--- src/rtl/tag_compare.sv ---
// -----------------------------------------------------------------------------
// tag_compare
//   Downstream stage of the tag FIFO. Pops one request at a time, pairs it with
//   the in-order tag-read response from the memory controller, decides hit or
//   miss, and presents the result on a valid/ready channel. Saturating hit and
//   miss counters track every decided request.
//
// Ports
//   clk, rst_n           clock, asynchronous active-low reset
//   fifo_aempty_i        tag FIFO has no entry to read
//   fifo_rden_o          tag FIFO read enable (single-cycle pulse)
//   fifo_data_i          {is_write, addr, tid}, valid the cycle after rden
//   rtag_i               {valid[55], dirty[54], stored_tag[53:0]}
//   rvalid_i / rready_o  tag response handshake
//   res_valid_o / res_ready_i  result handshake
//   res_hit_o, res_write_o, res_dirty_o, res_addr_o, res_tid_o,
//   res_victim_tag_o     registered result fields, stable while res_valid_o
//   stat_clr_i           synchronous clear of both counters (wins over inc)
//   hit_cnt_o, miss_cnt_o  saturating 32-bit counters
//
// state    | meaning
// ---------+-------------------------------------------------------------
// IDLE     | nothing in flight; read the FIFO as soon as it has an entry
// FETCH    | FIFO data valid this cycle; capture the request
// WAIT_TAG | waiting for the matching tag response (rready_o high)
// OUT      | result presented; hold until accepted, chain next FIFO read
// -----------------------------------------------------------------------------
module tag_compare #(
  parameter int ADDR_WIDTH   = 64,
  parameter int TID_WIDTH    = 16,
  parameter int INDEX_WIDTH  = 24,
  parameter int OFFSET_WIDTH = 6,
  // Tag width must not exceed the 54-bit stored tag field.
  parameter int TAG_W        = ADDR_WIDTH - INDEX_WIDTH - OFFSET_WIDTH
) (
  input  logic                            clk,
  input  logic                            rst_n,
  input  logic                            fifo_aempty_i,
  output logic                            fifo_rden_o,
  input  logic [ADDR_WIDTH+TID_WIDTH:0]   fifo_data_i,
  input  logic [55:0]                     rtag_i,
  input  logic                            rvalid_i,
  output logic                            rready_o,
  output logic                            res_valid_o,
  input  logic                            res_ready_i,
  output logic                            res_hit_o,
  output logic                            res_write_o,
  output logic                            res_dirty_o,
  output logic [ADDR_WIDTH-1:0]           res_addr_o,
  output logic [TID_WIDTH-1:0]            res_tid_o,
  output logic [TAG_W-1:0]                res_victim_tag_o,
  input  logic                            stat_clr_i,
  output logic [31:0]                     hit_cnt_o,
  output logic [31:0]                     miss_cnt_o
);

  typedef enum logic [1:0] {
    IDLE     = 2'd0,
    FETCH    = 2'd1,
    WAIT_TAG = 2'd2,
    OUT      = 2'd3
  } state_t;

  state_t state_q, state_d;

  // Request captured from the FIFO entry.
  logic                  req_write_q;
  logic [ADDR_WIDTH-1:0] req_addr_q;
  logic [TID_WIDTH-1:0]  req_tid_q;

  // Result registers.
  logic                  res_hit_q;
  logic                  res_write_q;
  logic                  res_dirty_q;
  logic [ADDR_WIDTH-1:0] res_addr_q;
  logic [TID_WIDTH-1:0]  res_tid_q;
  logic [TAG_W-1:0]      res_victim_q;

  logic [31:0]           hit_cnt_q;
  logic [31:0]           miss_cnt_q;

  logic                  latch_req;
  logic                  take_rsp;

  logic [53:0]           req_tag;
  logic                  line_valid;
  logic                  hit_now;
  logic                  dirty_now;

  // Request tag sits above index+offset; zero-extend to the stored-tag width so
  // any stray high bits in the stored tag force a miss.
  assign req_tag    = 54'(req_addr_q[ADDR_WIDTH-1 -: TAG_W]);
  assign line_valid = rtag_i[55];
  assign hit_now    = line_valid && (rtag_i[53:0] == req_tag);
  assign dirty_now  = line_valid & rtag_i[54];

  // ---------------------------------------------------------------------------
  // FSM
  // ---------------------------------------------------------------------------
  always_ff @(posedge clk or negedge rst_n) begin
    if (!rst_n) begin
      state_q <= IDLE;
    end else begin
      state_q <= state_d;
    end
  end

  always_comb begin
    state_d     = state_q;
    fifo_rden_o = 1'b0;
    rready_o    = 1'b0;
    res_valid_o = 1'b0;
    latch_req   = 1'b0;
    take_rsp    = 1'b0;
    case (state_q)
      IDLE: begin
        if (!fifo_aempty_i) begin
          fifo_rden_o = 1'b1;
          state_d     = FETCH;
        end
      end
      FETCH: begin
        latch_req = 1'b1;
        state_d   = WAIT_TAG;
      end
      WAIT_TAG: begin
        rready_o = 1'b1;
        if (rvalid_i) begin
          take_rsp = 1'b1;
          state_d  = OUT;
        end
      end
      OUT: begin
        res_valid_o = 1'b1;
        if (res_ready_i) begin
          // Chain the next read into the handshake cycle to keep 3-cycle throughput.
          if (!fifo_aempty_i) begin
            fifo_rden_o = 1'b1;
            state_d     = FETCH;
          end else begin
            state_d = IDLE;
          end
        end
      end
      default: begin
        state_d = IDLE;
      end
    endcase
  end

  // ---------------------------------------------------------------------------
  // Request capture
  // ---------------------------------------------------------------------------
  always_ff @(posedge clk or negedge rst_n) begin
    if (!rst_n) begin
      req_write_q <= 1'b0;
      req_addr_q  <= '0;
      req_tid_q   <= '0;
    end else if (latch_req) begin
      req_write_q <= fifo_data_i[ADDR_WIDTH+TID_WIDTH];
      req_addr_q  <= fifo_data_i[ADDR_WIDTH+TID_WIDTH-1:TID_WIDTH];
      req_tid_q   <= fifo_data_i[TID_WIDTH-1:0];
    end
  end

  // ---------------------------------------------------------------------------
  // Result registers, loaded only on the response-accept cycle so they stay
  // frozen for the whole OUT phase regardless of backpressure.
  // ---------------------------------------------------------------------------
  always_ff @(posedge clk or negedge rst_n) begin
    if (!rst_n) begin
      res_hit_q    <= 1'b0;
      res_write_q  <= 1'b0;
      res_dirty_q  <= 1'b0;
      res_addr_q   <= '0;
      res_tid_q    <= '0;
      res_victim_q <= '0;
    end else if (take_rsp) begin
      res_hit_q    <= hit_now;
      res_write_q  <= req_write_q;
      res_dirty_q  <= dirty_now;
      res_addr_q   <= req_addr_q;
      res_tid_q    <= req_tid_q;
      res_victim_q <= rtag_i[TAG_W-1:0];
    end
  end

  assign res_hit_o        = res_hit_q;
  assign res_write_o      = res_write_q;
  assign res_dirty_o      = res_dirty_q;
  assign res_addr_o       = res_addr_q;
  assign res_tid_o        = res_tid_q;
  assign res_victim_tag_o = res_victim_q;

  // ---------------------------------------------------------------------------
  // Saturating statistics counters
  // ---------------------------------------------------------------------------
  always_ff @(posedge clk or negedge rst_n) begin
    if (!rst_n) begin
      hit_cnt_q <= '0;
    end else if (stat_clr_i) begin
      hit_cnt_q <= '0;
    end else if (take_rsp && hit_now && (hit_cnt_q != 32'hFFFF_FFFF)) begin
      hit_cnt_q <= hit_cnt_q + 32'd1;
    end
  end

  always_ff @(posedge clk or negedge rst_n) begin
    if (!rst_n) begin
      miss_cnt_q <= '0;
    end else if (stat_clr_i) begin
      miss_cnt_q <= '0;
    end else if (take_rsp && !hit_now && (miss_cnt_q != 32'hFFFF_FFFF)) begin
      miss_cnt_q <= miss_cnt_q + 32'd1;
    end
  end

  assign hit_cnt_o  = hit_cnt_q;
  assign miss_cnt_o = miss_cnt_q;

endmodule

--- config.mk ---
export PLATFORM = sky130hd
export DESIGN_NAME = tag_compare
export DESIGN_NICKNAME = d
export VERILOG_FILES = /design/src/rtl/tag_compare.sv
export SDC_FILE = /design/constraint.sdc
export NUM_CORES = 1
export LEC_CHECK = 0
export BUFFER_PORTS_ARGS = -buffer_cell sky130_fd_sc_hd__buf_2
export CORE_MARGIN = 2
export CORE_UTILIZATION = 45
export DETAILED_ROUTE_END_ITERATION = 8
export GPL_ROUTABILITY_DRIVEN = 0
export MAX_ROUTING_LAYER = met4
export PLACE_DENSITY_LB_ADDON = 0.12
export REMOVE_ABC_BUFFERS = 1
export SETUP_SLACK_MARGIN = 0.4
export SLEW_MARGIN = 10
export SYNTH_ARGS = -nofsm -noshare
export SYNTH_HDL_FRONTEND = slang
export SYNTH_SLANG_ARGS = --single-unit
--- constraint.sdc ---
create_clock -name clk -period 2.8 [get_ports clk]
set_input_delay 0.14 -clock clk [delete_from_list [all_inputs] [get_ports clk]]
set_output_delay 0.14 -clock clk [all_outputs]
set_load 0.005 [all_outputs]
==> results.md <==
| Step | Result | Value |
| --- | --- | --- |
| power | Total Power Consumption | 14.8 mW |
| timing | Final-report max-slew violation count | 0 |
| worst hold path | Hold_sp | stat_clr_i |
| power | Leakage power | 8.40 nW |
| place | Place WS | 0.156 ns |
| setup path | Launching element of the worst setup path | req_addr_q[35]$_DFFE_PN0N_ |
| clock tree | Total CTS buffers | 29 |
| run status | Outcome | complete, no violations |
| route | WL per Instance | 18.4 um |
| route | Iter 0 DRT Violations | 797 |
| yosys | Sequential-to-total area share from yosys stat | 0.548 |
| setup path | Depth of the most critical reg-to-reg path | 6 |
| floorplanning | Die Height | 168 um |
| route | Post-detailed-routing wire length | 37,400 um |
| place | Total cell area at the placement stage | 14,200 um2 |
| clock tree | Clock transition at the register clock pins on the worst setup and hold paths after CTS | 0.07 ns |
| run | Max-cap violations | 0 |
| timing | Worst hold slack across all endpoints | 0.0569 ns |
| yosys | Synth cell types | 47 |
| floorplanning | IO Pins | 327 |
| floorplanning | Area of the core | 26,200 um2 |
| grt | Via count of the first global-routing pass | 10.8k |
| yosys | Async set-or-reset flop fraction in the synthesized netlist | 1.00 |
| grt | Maximum number of pins on one net before global-route repair | 113 |
| yosys | Share of the synthesized area in the top cell type | 0.548 |
| route | Antenna Nets Post-Route | 0 |
| timing | Total count of hold-check failures in the final report | 0 |
| route | Detailed-route via count | 11.0k |
| setup path | Origin of the critical flop-to-flop path | req_addr_q[35]$_DFFE_PN0N_ |
| timing | Unrepaired setup endpoints after global routing | yes |
| timing | Least setup slack across all paths after layout | 0.367 ns |
| layout | Final layout net count | 1,824 |
| clock tree | Clock tree from TritonCTS | built |
| yosys | Synth Warn # | 0 |
| yosys | Biggest area contributors in the synthesized netlist | dfrtp_1, nand2_1, mux2_2 |
| setup path | Worst setup path class | flop to flop |
| place | Number of port buffers | 326 |
| timing | Fin Clk Skew | 0.0121 ns |
| layout | Inserted Diodes | 0 |
| timing | Final-report setup violation count | 0 |
| floorplanning | Standard-cell row count | 59 |
| yosys | Most used DFF post-synth | dfrtp_1 |
| clock tree | Number of levels in the clock H-tree | 1 |
| grt | GRT Overall Usage | 0.260 |
| floorplanning | Die span in x | 168 um |
| power | Highest ir drop seen on vdd | 657 uV |
| clock tree | Buffer type at the clock tree root | clkbuf_16 |
| timing | Peak clock frequency supported by timing | 411 MHz |
| yosys | #FFs+latches synth | 264 |
| yosys | Average size of a mapped cell | 10.1 um2 |
| route | Detailed Routing Iterations Pass 1 | 4 |
| layout | P&R area growth vs syn | 45.1% |
| route | Per-cell via count in the routed design | 5.41 |
| worst hold path | Worst hold path stage count | 3 |
| setup path | Required time of the worst setup path | 3.24 ns |
| timing | Slew @ Worst Pin | 0.856 ns |
| yosys | Netlist area before placement | 12,000 um2 |
| timing | Period utilisation layout | 0.869 |
| setup path | Category of the worst setup path capture point | flop |
| setup path | Worst endpoint data arrival time | 2.87 ns |
| route | Post-detailed-route DRC marker count | 0 |
| timing | Final min period | 2.43 ns |
| yosys | Leading area contributor after synthesis | dfrtp_1 |
| layout | Proportion of layout cells with a drive suffix above 1 | 0.379 |
| yosys | Syn Inst Count | 1,196 |
| yosys | Number of flops mapped to enable cells by yosys | 0 |
| grt | First-pass GRT wire length | 57,500 um |
| worst hold path | Class of the most critical hold timing path | input pin to flop |
| place | DPL Wire Length | 23,000 um |
| clock tree | Number of sinks handled by clock tree synthesis | 264 |
| grt | Antenna violations before repair | 0 |
| layout | Post-Layout Inst Area | 17,500 um2 |
| grt | Overflow after GRT | 0 |
| setup path | Top fanout value on the critical path | 6 |
| timing | Total negative slack for setup checks | 0 ns |
| power | Power density cells | 849 nW/um2 |
| timing | Max-Slew Margin vs Limit | 0.429 |
| setup path | Crit start category | flop |
| floorplanning | Area of the die | 28,100 um2 |
| clock tree | Clk buf depth | 3 |
| clock tree | Worst-skew pair later-pin latency | 0.56 ns |
| floorplanning | Effective utilization at floorplan | 0.460 |
==> power breakdown <==
part	switching (mW)	total, mW	internal, mW
clock network	1.62	3.94	2.32
registers	0.843	6.07	5.23
logic	2.43	4.83	2.40
total	4.90	14.8	9.94
==> through the flow <==
step | util | instances
3_3_place_gp | 0.541 | 1822
4_1_cts | 0.640 | 2012
3_5_place_dp | 0.541 | 1822
6_report | 0.667 | 2032
5_1_grt | 0.667 | 2032
2_1_floorplan | - | 1132
==> layout by cell type, fill, tap and decap left out, drive strengths merged, types with 31 or more instances in the layout <==
cell type	netlist	layout
xnor2	31	31
a21oi	50	50
nand4	40	40
dfrtp	264	264
nand2	383	383
mux2	94	94
buf	9	386
or4	41	41
dlygate4sd3	0	119
clkbuf	55	49
o31ai	40	40
==> cell type report <==
type | instances | area [um2]
clock buffer | 43 | 858
clock inverter | 11 | 135
fill | 2036 | 8720
inverter | 11 | 41.3
multi-input combinational | 857 | 5730
sequential | 264 | 6610
tap | 335 | 419
timing repair buffer | 511 | 3700
==> timing repair <==
action / CTS / global route
hold buffers: 119 / 0
endpoints found under the hold margin: 210 / 0
resized for setup: 34 / 90
setup endpoints to repair: 41 / 64
pin swaps: 51 / 47
setup buffers: 12 / 12
gates cloned: 5 / 8
==> critical path, cell delays in order, from the launching register on <==
cell	delay, ns
dfrtp_1	0.41
xnor2_2	0.19
nand4_1	0.12
or4_4	0.60
or3_4	0.42
nor3_2	0.21
mux2_2	0.36
==> worst paths after layout <==
kind	end	slack [ns]
worst max-delay path	hit_cnt_o[13]$_DFFE_PN0P_	0.37
worst min-delay path	miss_cnt_o[24]$_DFFE_PN0P_	0.06
worst max register to register	hit_cnt_o[13]$_DFFE_PN0P_	0.37
worst min register to register	res_tid_o[15]$_DFFE_PN0P_	0.46
max in group asynchronous	hit_cnt_o[0]$_DFFE_PN0P_	1.79
min in group asynchronous	miss_cnt_o[24]$_DFFE_PN0P_	0.18
==> layer usage <==
metal / track usage / routed length [um] / vias up
li1: - / - / 5109
met1: 0.343 / 16100 / 5420
met2: 0.409 / 17800 / 397
met3: 0.0511 / 2350 / 77
met4: 0.0779 / 1170 / 0
met5: - / 0 / -
==> state kept, by name, summed over array words and instances, names as in the netlist, 2 cells and up <==
name and flops:
hit_cnt_o 32, miss_cnt_o 32, req_addr_q 64, req_tid_q 16, res_addr_o 64, res_tid_o 16
res_victim_tag_o 34, state_q 2
==> synth_stat cells, types with 6 or more instances <==
cell	n
xnor2_1	31
o31ai_1	40
or4_1	40
clkbuf_1	54
nand3_1	24
nor2_1	24
inv_1	11
nand2b_1	6
ha_1	7
nor2b_1	15
nand2_1	383
and3_1	8
mux2_4	6
nor4_1	10
dfrtp_1	264
and4_1	14
a21oi_1	50
nor3_1	13
or3_1	11
o21ai_0	9
nand4_1	40
and2_1	6
mux2_2	87
==> logic make-up (layout without fill, tap and decap cells) <==
kind of cell | Yosys count | after routing | synth area share
AO/OA/AOI/OAI | 114 | 114 | 0.0608
XOR/XNOR | 31 | 31 | 0.0225
adder cells (fa/ha/maj) | 7 | 7 | 0.00727
buffers and inverters | 75 | 576 | 0.0273
flip-flops | 264 | 264 | 0.548
multiplexers | 95 | 95 | 0.0906
AND/OR/NAND/NOR | 610 | 610 | 0.243
Power figures use the tool's default switching activity.
